## src/rtl/me_sad_scheduler.sv

```systemverilog
// Sequencer for the systolic SAD array: latches the current block, streams reference
// columns on a fixed schedule and tracks the minimum SAD with its motion vector.
module me_sad_scheduler #(
    parameter int unsigned PIXELS_IN_BATCH = 16,
    parameter int unsigned EDGE_LEN        = 8,
    parameter int unsigned LOG_EDGE_LEN    = 3,
    parameter int unsigned BIT_DEPTH       = 8,
    parameter int unsigned SEARCH_W        = 16,
    parameter int unsigned SAD_LATENCY     = 17,
    parameter int unsigned ADDR_BITS       = 10,
    parameter int unsigned MVX_BITS        = 4,
    parameter int unsigned MVY_BITS        = 4
) (
    input  logic                                                  clk,
    input  logic                                                  rst,
    input  logic                                                  start,
    input  logic [ADDR_BITS-1:0]                                  ref_base_addr,
    input  logic [EDGE_LEN*EDGE_LEN*BIT_DEPTH-1:0]                cur_block_in,
    output logic [EDGE_LEN*EDGE_LEN*BIT_DEPTH-1:0]                cur_block_out,
    output logic                                                  ref_rd_en,
    output logic [ADDR_BITS-1:0]                                  ref_rd_addr,
    input  logic [PIXELS_IN_BATCH*(2*LOG_EDGE_LEN+BIT_DEPTH)-1:0] sad_in,
    output logic                                                  busy,
    output logic                                                  done,
    output logic [2*LOG_EDGE_LEN+BIT_DEPTH-1:0]                   best_sad,
    output logic [MVX_BITS-1:0]                                   best_mv_x,
    output logic [MVY_BITS-1:0]                                   best_mv_y
);

    localparam int unsigned SW       = 2 * LOG_EDGE_LEN + BIT_DEPTH;
    localparam int unsigned BLK_W    = EDGE_LEN * EDGE_LEN * BIT_DEPTH;
    localparam int unsigned NUM_COLS = SEARCH_W + EDGE_LEN - 1;
    localparam int unsigned RUN_LEN  = SAD_LATENCY + SEARCH_W;
    localparam int unsigned CNT_MAX  = ((NUM_COLS > RUN_LEN) ? NUM_COLS : RUN_LEN) + 1;
    localparam int unsigned CW       = $clog2(CNT_MAX + 1);

    localparam logic [CW-1:0] NUM_COLS_C  = CW'(NUM_COLS);
    localparam logic [CW-1:0] RUN_LEN_C   = CW'(RUN_LEN);
    localparam logic [CW-1:0] SAD_LAT_C   = CW'(SAD_LATENCY);
    localparam logic [CW-1:0] CAND_OFFS_C = CW'(SAD_LATENCY + 1);

    typedef enum logic [1:0] {StIdle, StRun, StDone} state_e;

    state_e               state_q, state_d;
    logic [CW-1:0]        cnt_q, cnt_d;
    logic [ADDR_BITS-1:0] addr_q, addr_d;
    logic [BLK_W-1:0]     blk_q, blk_d;
    logic [SW-1:0]        best_sad_q, best_sad_d;
    logic [MVX_BITS-1:0]  mvx_q, mvx_d;
    logic [MVY_BITS-1:0]  mvy_q, mvy_d;

    logic [SW-1:0]        lane_min;
    logic [MVY_BITS-1:0]  lane_idx;
    logic                 capture;
    logic [CW-1:0]        cand_k;

    // Strict compare while scanning upward keeps the lowest lane on ties.
    always_comb begin
        lane_min = sad_in[SW-1:0];
        lane_idx = '0;
        for (int y = 1; y < int'(PIXELS_IN_BATCH); y++) begin
            if (sad_in[y*SW +: SW] < lane_min) begin
                lane_min = sad_in[y*SW +: SW];
                lane_idx = MVY_BITS'(y);
            end
        end
    end

    assign capture = (state_q == StRun) && (cnt_q > SAD_LAT_C);
    assign cand_k  = cnt_q - CAND_OFFS_C;

    always_comb begin
        state_d    = state_q;
        cnt_d      = cnt_q;
        addr_d     = addr_q;
        blk_d      = blk_q;
        best_sad_d = best_sad_q;
        mvx_d      = mvx_q;
        mvy_d      = mvy_q;
        case (state_q)
            StIdle: begin
                if (start) begin
                    state_d    = StRun;
                    cnt_d      = CW'(1);
                    addr_d     = ref_base_addr;
                    blk_d      = cur_block_in;
                    best_sad_d = '1;
                    mvx_d      = '0;
                    mvy_d      = '0;
                end
            end
            StRun: begin
                cnt_d = cnt_q + CW'(1);
                // Address stops advancing on the last feed cycle so it holds afterwards.
                if (cnt_q < NUM_COLS_C) begin
                    addr_d = addr_q + ADDR_BITS'(1);
                end
                if (capture && (lane_min < best_sad_q)) begin
                    best_sad_d = lane_min;
                    mvx_d      = MVX_BITS'(cand_k);
                    mvy_d      = lane_idx;
                end
                if (cnt_q == RUN_LEN_C) begin
                    state_d = StDone;
                end
            end
            StDone: begin
                state_d = StIdle;
                cnt_d   = '0;
            end
            default: begin
                state_d = StIdle;
                cnt_d   = '0;
            end
        endcase
    end

    always_ff @(posedge clk or negedge rst) begin
        if (!rst) begin
            state_q    <= StIdle;
            cnt_q      <= '0;
            addr_q     <= '0;
            blk_q      <= '0;
            best_sad_q <= '0;
            mvx_q      <= '0;
            mvy_q      <= '0;
        end else begin
            state_q    <= state_d;
            cnt_q      <= cnt_d;
            addr_q     <= addr_d;
            blk_q      <= blk_d;
            best_sad_q <= best_sad_d;
            mvx_q      <= mvx_d;
            mvy_q      <= mvy_d;
        end
    end

    assign cur_block_out = blk_q;
    assign ref_rd_en     = (state_q == StRun) && (cnt_q <= NUM_COLS_C);
    assign ref_rd_addr   = addr_q;
    assign busy          = (state_q == StRun);
    assign done          = (state_q == StDone);
    assign best_sad      = best_sad_q;
    assign best_mv_x     = mvx_q;
    assign best_mv_y     = mvy_q;

endmodule

```

## config.mk

```make
export PLATFORM = sky130hd
export DESIGN_NAME = me_sad_scheduler
export DESIGN_NICKNAME = d
export VERILOG_FILES = /design/src/rtl/me_sad_scheduler.sv
export SDC_FILE = /design/constraint.sdc
export NUM_CORES = 2
export LEC_CHECK = 0
export ABC_AREA = 0
export CAP_MARGIN = 0
export CELL_PAD_IN_SITES_DETAIL_PLACEMENT = 1
export CELL_PAD_IN_SITES_GLOBAL_PLACEMENT = 1
export CORE_AREA = 3 3 507 509
export CTS_BUF_LIST = sky130_fd_sc_hd__clkbuf_8
export DETAILED_ROUTE_END_ITERATION = 8
export DIE_AREA = 0 0 510 512
export PLACE_DENSITY = 0.46
export REMOVE_ABC_BUFFERS = 1
export SLEW_MARGIN = 30
export SYNTH_ARGS = -nofsm -noshare
export SYNTH_HDL_FRONTEND = slang
export SYNTH_SLANG_ARGS = --single-unit
```

## constraint.sdc

```tcl
create_clock -name clk -period 3.54 [get_ports clk]
set_input_delay 0.708 -clock clk [delete_from_list [all_inputs] [get_ports clk]]
set_output_delay 0.708 -clock clk [all_outputs]
set_load 0.01 [all_outputs]
```

# After elaboration in Yosys (flattened, before gate mapping)
# Cells that the tools add are included.
# word_totals
reg_bits	552
input_bits	749
elab_cells	91
# op_classes
add_sub_neg	3
magnitude_cmp	19
eq_ne	7
muxes	46
n_reduce_logical	9
# ops
operator	count
14-bit 2-to-1 mux	17
14-bit less-than comparator	16
4-bit 2-to-1 mux	17
14-bit case mux with 2 select lines	1
10-bit 2-to-1 mux	2
10-bit case mux with 2 select lines	1
4-bit case mux with 2 select lines	2
6-bit case mux with 2 select lines	1
10-bit by 1-bit adder with 10-bit output (second input constant)	1
6-bit by 1-bit adder with 6-bit output (second input constant)	1
6-bit equality test (second input constant)	1
6-bit by 5-bit greater-than comparator with 1-bit output (second input constant)	1
6-bit by 5-bit <= comparator with 1-bit output (second input constant)	1
6-bit by 5-bit less-than comparator with 1-bit output (second input constant)	1
6-bit 2-to-1 mux	1
2-bit by 1-bit != test with 1-bit output (second input constant)	3
3-bit AND reduction	2
2-bit 2-to-1 mux	2
2-bit case mux with 2 select lines	1
2-bit AND reduction	2
4-bit by 2-bit subtractor with 4-bit output (second input constant)	1
1-bit logical AND	3
2-bit by 1-bit equality test with 1-bit output (second input constant)	1
2-bit equality test (second input constant)	1
other kinds (4)	4

# Depth between registers and ports, before layout
# depth
depth_word	34
mapped_depth	196
mapped_depth_nobuf	173

# Worst setup path before layout
# OpenSTA, ideal clock, no wires.
# synth_timing
kind	input to register
from	in sad_in[13]
to	reg best_sad_q[10] (netlist: best_sad[10])
setup_ns	0.125
arrival_ns	33.551
required_ns	3.415
setup_slack_ns	-30.135
path_stages	184
path_buffers	24
cell_sequence	inv_1 ha_1 a21oi_1 o221ai_1 a21oi_1 o21a_2 buf_6 clkbuf_1 a21oi_1 ha_1 o21ai_0 a211oi_1 o21ai_0 o21a_1 a211oi_1 nor3_2 o21ai_2 clkbuf_1 [... 148 more ...] nand2b_1 a21oi_1 nor2b_1 o21ai_0 o311ai_0 or3_1 o31ai_4 buf_6 mux2_2 ha_1 a21o_1 a21o_1 a21oi_1 or3b_2 a21boi_0 a21oi_2 buf_4 mux2_2
# synth_between
elab_chain_len	34
elab_cells_between_ends	36
# synth_lines
element	line_no	text
start, declared	22	input logic [PIXELS_IN_BATCH*(2*LOG_EDGE_LEN+BIT_DEPTH)-1:0] sad_in,
14-bit less-than comparator	62	if (sad_in[y*SW +: SW] < lane_min) begin
14-bit 2-to-1 mux *	62	
14-bit less-than comparator	62	
14-bit 2-to-1 mux *	62	
14-bit less-than comparator	62	
14-bit 2-to-1 mux *	62	
14-bit less-than comparator	62	
14-bit 2-to-1 mux *	62	
[... 18 more ...]	--	
14-bit less-than comparator	62	
14-bit 2-to-1 mux *	62	
14-bit less-than comparator	62	
14-bit 2-to-1 mux *	62	
14-bit less-than comparator	98	if (capture && (lane_min < best_sad_q)) begin
1-bit logical AND	98	
2-bit by 1-bit != test with 1-bit output (no source line)	--	
3-bit AND reduction (no source line)	--	
end signal, assigned	132	best_sad_q <= best_sad_d;
end, declared	48	logic [SW-1:0] best_sad_q, best_sad_d;
# Mark *: on every way between the ends. The rest lies on a longest branch, timed or not. The select of a mux whose other input is x is not followed.
# A chain may end at the register's enable or synchronous reset.

# Final worst setup path
# layout_timing
from	in sad_in[7]
to	reg best_sad_q[8] (netlist: best_sad[8])
# Same word-level chain as after synthesis.

==> flow_summary_export.csv <==
group,metric,value,unit
run_status,run_status,"finished with violations",
run_status,failed_checks,"setup timing",
placed_design,placed_standard_cell_area,51400,um^2
sta,unrepaired_setup_endpoints_after_global_routing,"yes",
clock_tree,number_of_buffers_added_by_the_clock_tree_synthesis_step,111,
routing,num_vias,34500,
power,leak,26.6,nW
sta,timing.final.crit_period,29200,ps
cells_and_area,layout_overhead_on_the_synthesized_area,90.0,%
global_route,number_of_antenna_violations_at_the_first_check_in_global_routing,109,
min_path,worst_hold_path.num_cells,3,
setup_path,endpoint_kind,"flip-flop",
setup_path,cpMaxStageDelayCell,"sky130_fd_sc_hd__or4_4",
routing,wl_per_cell,24.0,um
cells_and_area,post_route_cells_drive_above_1_share,23.8,%
clock_tree,clkTransAtPathRegs,60,ps
setup_path,critPathMaxFanout,8,
power,finalPower,0.0747,W
power,power-per-cell-area,1290,nW/um^2
power,netSwitchingPower,0.0331,W
power,seq_power_share,14.9,%
cells_and_area,stdcell_area,57700,um^2
cells_and_area,design.final.nets,6625,
cells_and_area,multi_input_area,17700,um^2
setup_path,critPathKind,"primary input to flip-flop",
synthesis,synth_top_area_cell,"sky130_fd_sc_hd__dfrtp_1",
routing,drt_iter0_drc,1426,
sta,fin_ws,-25660,ps
setup_path,critPathTopFamily,"compound AO/OA/AOI/OAI gates",
power,peakVddDrop,0.807,mV
cells_and_area,fin_util,22.8,%
synthesis,asyncSetResetFlopFracSynth,100,%
cells_and_area,mostFrequentLayoutCells,"sky130_fd_sc_hd__nand2_1, sky130_fd_sc_hd__clkdlybuf4s50_1, sky130_fd_sc_hd__buf_4, sky130_fd_sc_hd__dfrtp_1, sky130_fd_sc_hd__inv_1",
synthesis,ys_seq_elements,552,
sta,hold_violations,0,
synthesis,synth_cell_type_count,105,
placed_design,detailed_placer_s_ending_hpwl,183000,um
setup_path,worst_setup_path_start_kind,"primary input",
sta,timing_worst_slew_pin_value,784,ps
min_path,timing.hold.worst_endpoint,"cur_block_out[31]$_DFFE_PN0P_",
power,internal_power,0.0416,W
setup_path,worstReg2RegStart,"best_sad[3]$_DFFE_PN0P_",
placed_design,final_weighted_congestion_of_routability_driven_global_placement,0.870,
power,p_sw_share,44.3,%
synthesis,syn_area,30400,um^2
floorplanning,initial_core_util,12.0,%
cells_and_area,nFillCells,29700,
sta,finalSetupTns,-563650,ps
global_route,grt_pass1_vias,37400,
cells_and_area,layout.area.seq,13800,um^2
synthesis,post_synth.cell_area_avg,8.14,um^2
routing,drc,0,
global_route,largest_net_degree_at_the_start_of_global_routing,119,
setup_path,critPathArrivalTime,29900,ps
floorplanning,floorplan.die.height,512,um
global_route,grt_pass1_wl,299000,um
synthesis,synth_cells,3732,
global_route,grt.total_usage,16.2,%
power,power.clock.fraction,9.5,%
synthesis,synth_top_cell_area_share,45.5,%
clock_tree,clock_tree.buffer_depth,3,
synthesis,ys_dominant_reg_cell,"sky130_fd_sc_hd__dfrtp_1",
synthesis,synth-seq-area-share,45.5,%
setup_path,critical-path-max-stage-delay,420,ps
clock_tree,clk_latency,920,ps
setup_path,timing.critical_path.buf_inv,29,
cells_and_area,mostFrequentLayoutCell,"sky130_fd_sc_hd__nand2_1",
routing,remaining_antenna_violation_count_after_routing,0,
synthesis,synth_enable_flop_cells,0,
sta,timing.final.max_slew_violations,0,
routing,drt_pre_antenna_iters,5,
sta,final.period_utilization,825,%
power,power.combinational.fraction,75.7,%
clock_tree,cts_tree,"built",
synthesis,yosysWarningCount,0,
min_path,hold_path_startpoint,"cur_block_in[31]",
sta,max_freq,34.3,MHz
sta,final.setup_skew,131,ps
clock_tree,total_number_of_clock_tree_sinks,552,
floorplanning,fp-row-count,185,
sta,timing.final.setup_violations,22,
clock_tree,clock-root-buffer,"sky130_fd_sc_hd__clkbuf_8",
setup_path,r2r-end,"best_sad[8]$_DFFE_PN0P_",
global_route,global_route.overflow_total,0,
placed_design,count_of_port_buffers_added_during_placement,1295,
sta,worst_slew_margin_rel,47.6,%
min_path,hp-class,"primary input to flip-flop",
routing,viasPerCell,3.76,
floorplanning,die_w,510,um
setup_path,ff2ff_setup_slack,980,ps
job,cap_violations,0,
setup_path,cp_common_cell,"sky130_fd_sc_hd__ha_4",
synthesis,largest_cells_by_area_after_synthesis,"sky130_fd_sc_hd__dfrtp_1, sky130_fd_sc_hd__nand2_1, sky130_fd_sc_hd__ha_1",
floorplanning,core_area,253000,um^2
routing,drt_wl_total,220000,um
clock_tree,h_tree_levels,3,
setup_path,reg2regPathDepth,11,
floorplanning,io_pins,1296,
setup_path,required,4250,ps
floorplanning,fp.dieArea,261000,um^2
==> tightest hold or removal path: cells and delay by family <==
kind                   cells  cell delay, ps
buffers and inverters      1             400
AND/OR/NAND/NOR            2              90
==> power groups by stage <==
| stage | registers [W] | clock network, W | logic, W |
|---|---|---|---|
| 6_report | 0.0111 | 0.00706 | 0.0565 |
| 5_1_grt | 0.0115 | 0.00774 | 0.0614 |
| 4_1_cts | 0.0112 | 0.00751 | 0.0547 |
| 3_5_place_dp | 0.0112 | 0 | 0.0468 |
| 3_3_place_gp | 0.0111 | 0 | 0.0463 |
| 2_1_floorplan | 0.0122 | 0 | 0.0208 |
==> Yosys cell counts, types with 8 or more instances <==
cell	count
sky130_fd_sc_hd__nand2_1	1678
sky130_fd_sc_hd__dfrtp_1	552
sky130_fd_sc_hd__inv_1	176
sky130_fd_sc_hd__ha_1	175
sky130_fd_sc_hd__nor2_1	170
sky130_fd_sc_hd__a21oi_1	156
sky130_fd_sc_hd__clkbuf_1	148
sky130_fd_sc_hd__o21ai_0	85
sky130_fd_sc_hd__mux2_2	59
sky130_fd_sc_hd__mux2i_1	49
sky130_fd_sc_hd__a21o_1	32
sky130_fd_sc_hd__nand3_1	32
sky130_fd_sc_hd__nor3_1	23
sky130_fd_sc_hd__xor2_1	18
sky130_fd_sc_hd__a211oi_1	17
sky130_fd_sc_hd__nand4_1	17
sky130_fd_sc_hd__nand2b_1	16
sky130_fd_sc_hd__xnor2_1	16
sky130_fd_sc_hd__o211ai_1	15
sky130_fd_sc_hd__a31oi_1	14
sky130_fd_sc_hd__o21a_1	13
sky130_fd_sc_hd__and2_1	12
sky130_fd_sc_hd__and3_1	12
sky130_fd_sc_hd__nor2b_1	12
sky130_fd_sc_hd__o2111ai_1	12
sky130_fd_sc_hd__or3_1	12
sky130_fd_sc_hd__buf_1	10
sky130_fd_sc_hd__mux2_1	10
sky130_fd_sc_hd__and4_1	8
==> sequential cells by signal, indices dropped and copies added, names as in the netlist <==
name and cells:
cur_block_out 512, best_sad 14, ref_rd_addr 10, cnt_q 6, best_mv_x 4, best_mv_y 4
state_q 2
==> metal layers <==
metal	track usage, %	share of wire (%)
met4	4.62	2.6
met2	29.3	51
met3	6.14	8.5
met1	17.4	38
met5	0	0.37
==> worst max-delay path by stage <==
stage | endpoint | slack, ps | cells after the start | from
after floorplan | best_sad[10]$_DFFE_PN0P_ | -30370 | 157 | sad_in[13]
after global placement | best_sad[4]$_DFFE_PN0P_ | -28530 | 175 | sad_in[13]
after detailed placement | best_mv_y[1]$_DFFE_PN0P_ | -29590 | 175 | sad_in[13]
after CTS | best_sad[7]$_DFFE_PN0P_ | -25280 | 175 | sad_in[12]
after global routing | best_sad[1]$_DFFE_PN0P_ | -27080 | 175 | sad_in[13]
final | best_sad[8]$_DFFE_PN0P_ | -25660 | 167 | sad_in[7]
==> stage by stage <==
stage,worst slack (ps),hold slack [ps],std cells
after global routing,-27080,238,9156
after CTS,-25280,153,9115
after global placement,-28530,457,8777
after floorplan,-30370,412,3560
after detailed placement,-29590,461,8777
final,-25660,315,9169
==> cells by family (layout without fill, tap and decap cells) <==
group                    after synthesis  after routing  share of synthesized area [%]
flip-flops                           552            552                           45.5
AO/OA/AOI/OAI                        465            468                           10.6
other                                  0             19                              0
XOR/XNOR                              35             35                           1.03
multiplexers                         124            124                           4.45
adder cells (fa/ha/maj)              178            178                           7.31
AND/OR/NAND/NOR                     2029           2030                           26.6
buffers and inverters                349           2397                           4.49
==> layout make-up <==
cell class | count | share of cell area [%]
Clock inverter | 62 | 0.811
Inverter | 177 | 1.17
Sequential cell | 552 | 23.9
Tap cell | 3366 | 7.30
Multi-Input combinational cell | 2835 | 30.6
Antenna cell | 19 | 0.0824
Timing Repair Buffer | 2024 | 32.9
Clock buffer | 134 | 3.19
==> timing repair <==
| item | 4_1_cts | 5_1_grt |
|---|---|---|
| endpoints found under the setup margin | 22 | 22 |
| hold buffers | 1 | 0 |
| hold endpoints to repair | 38 | 0 |
| gates cloned | 10 | 1 |
| pin swaps | 171 | 151 |
| resized for setup | 469 | 208 |
| setup buffers | 132 | 41 |
No activity file was read; power rests on OpenSTA's default activity.
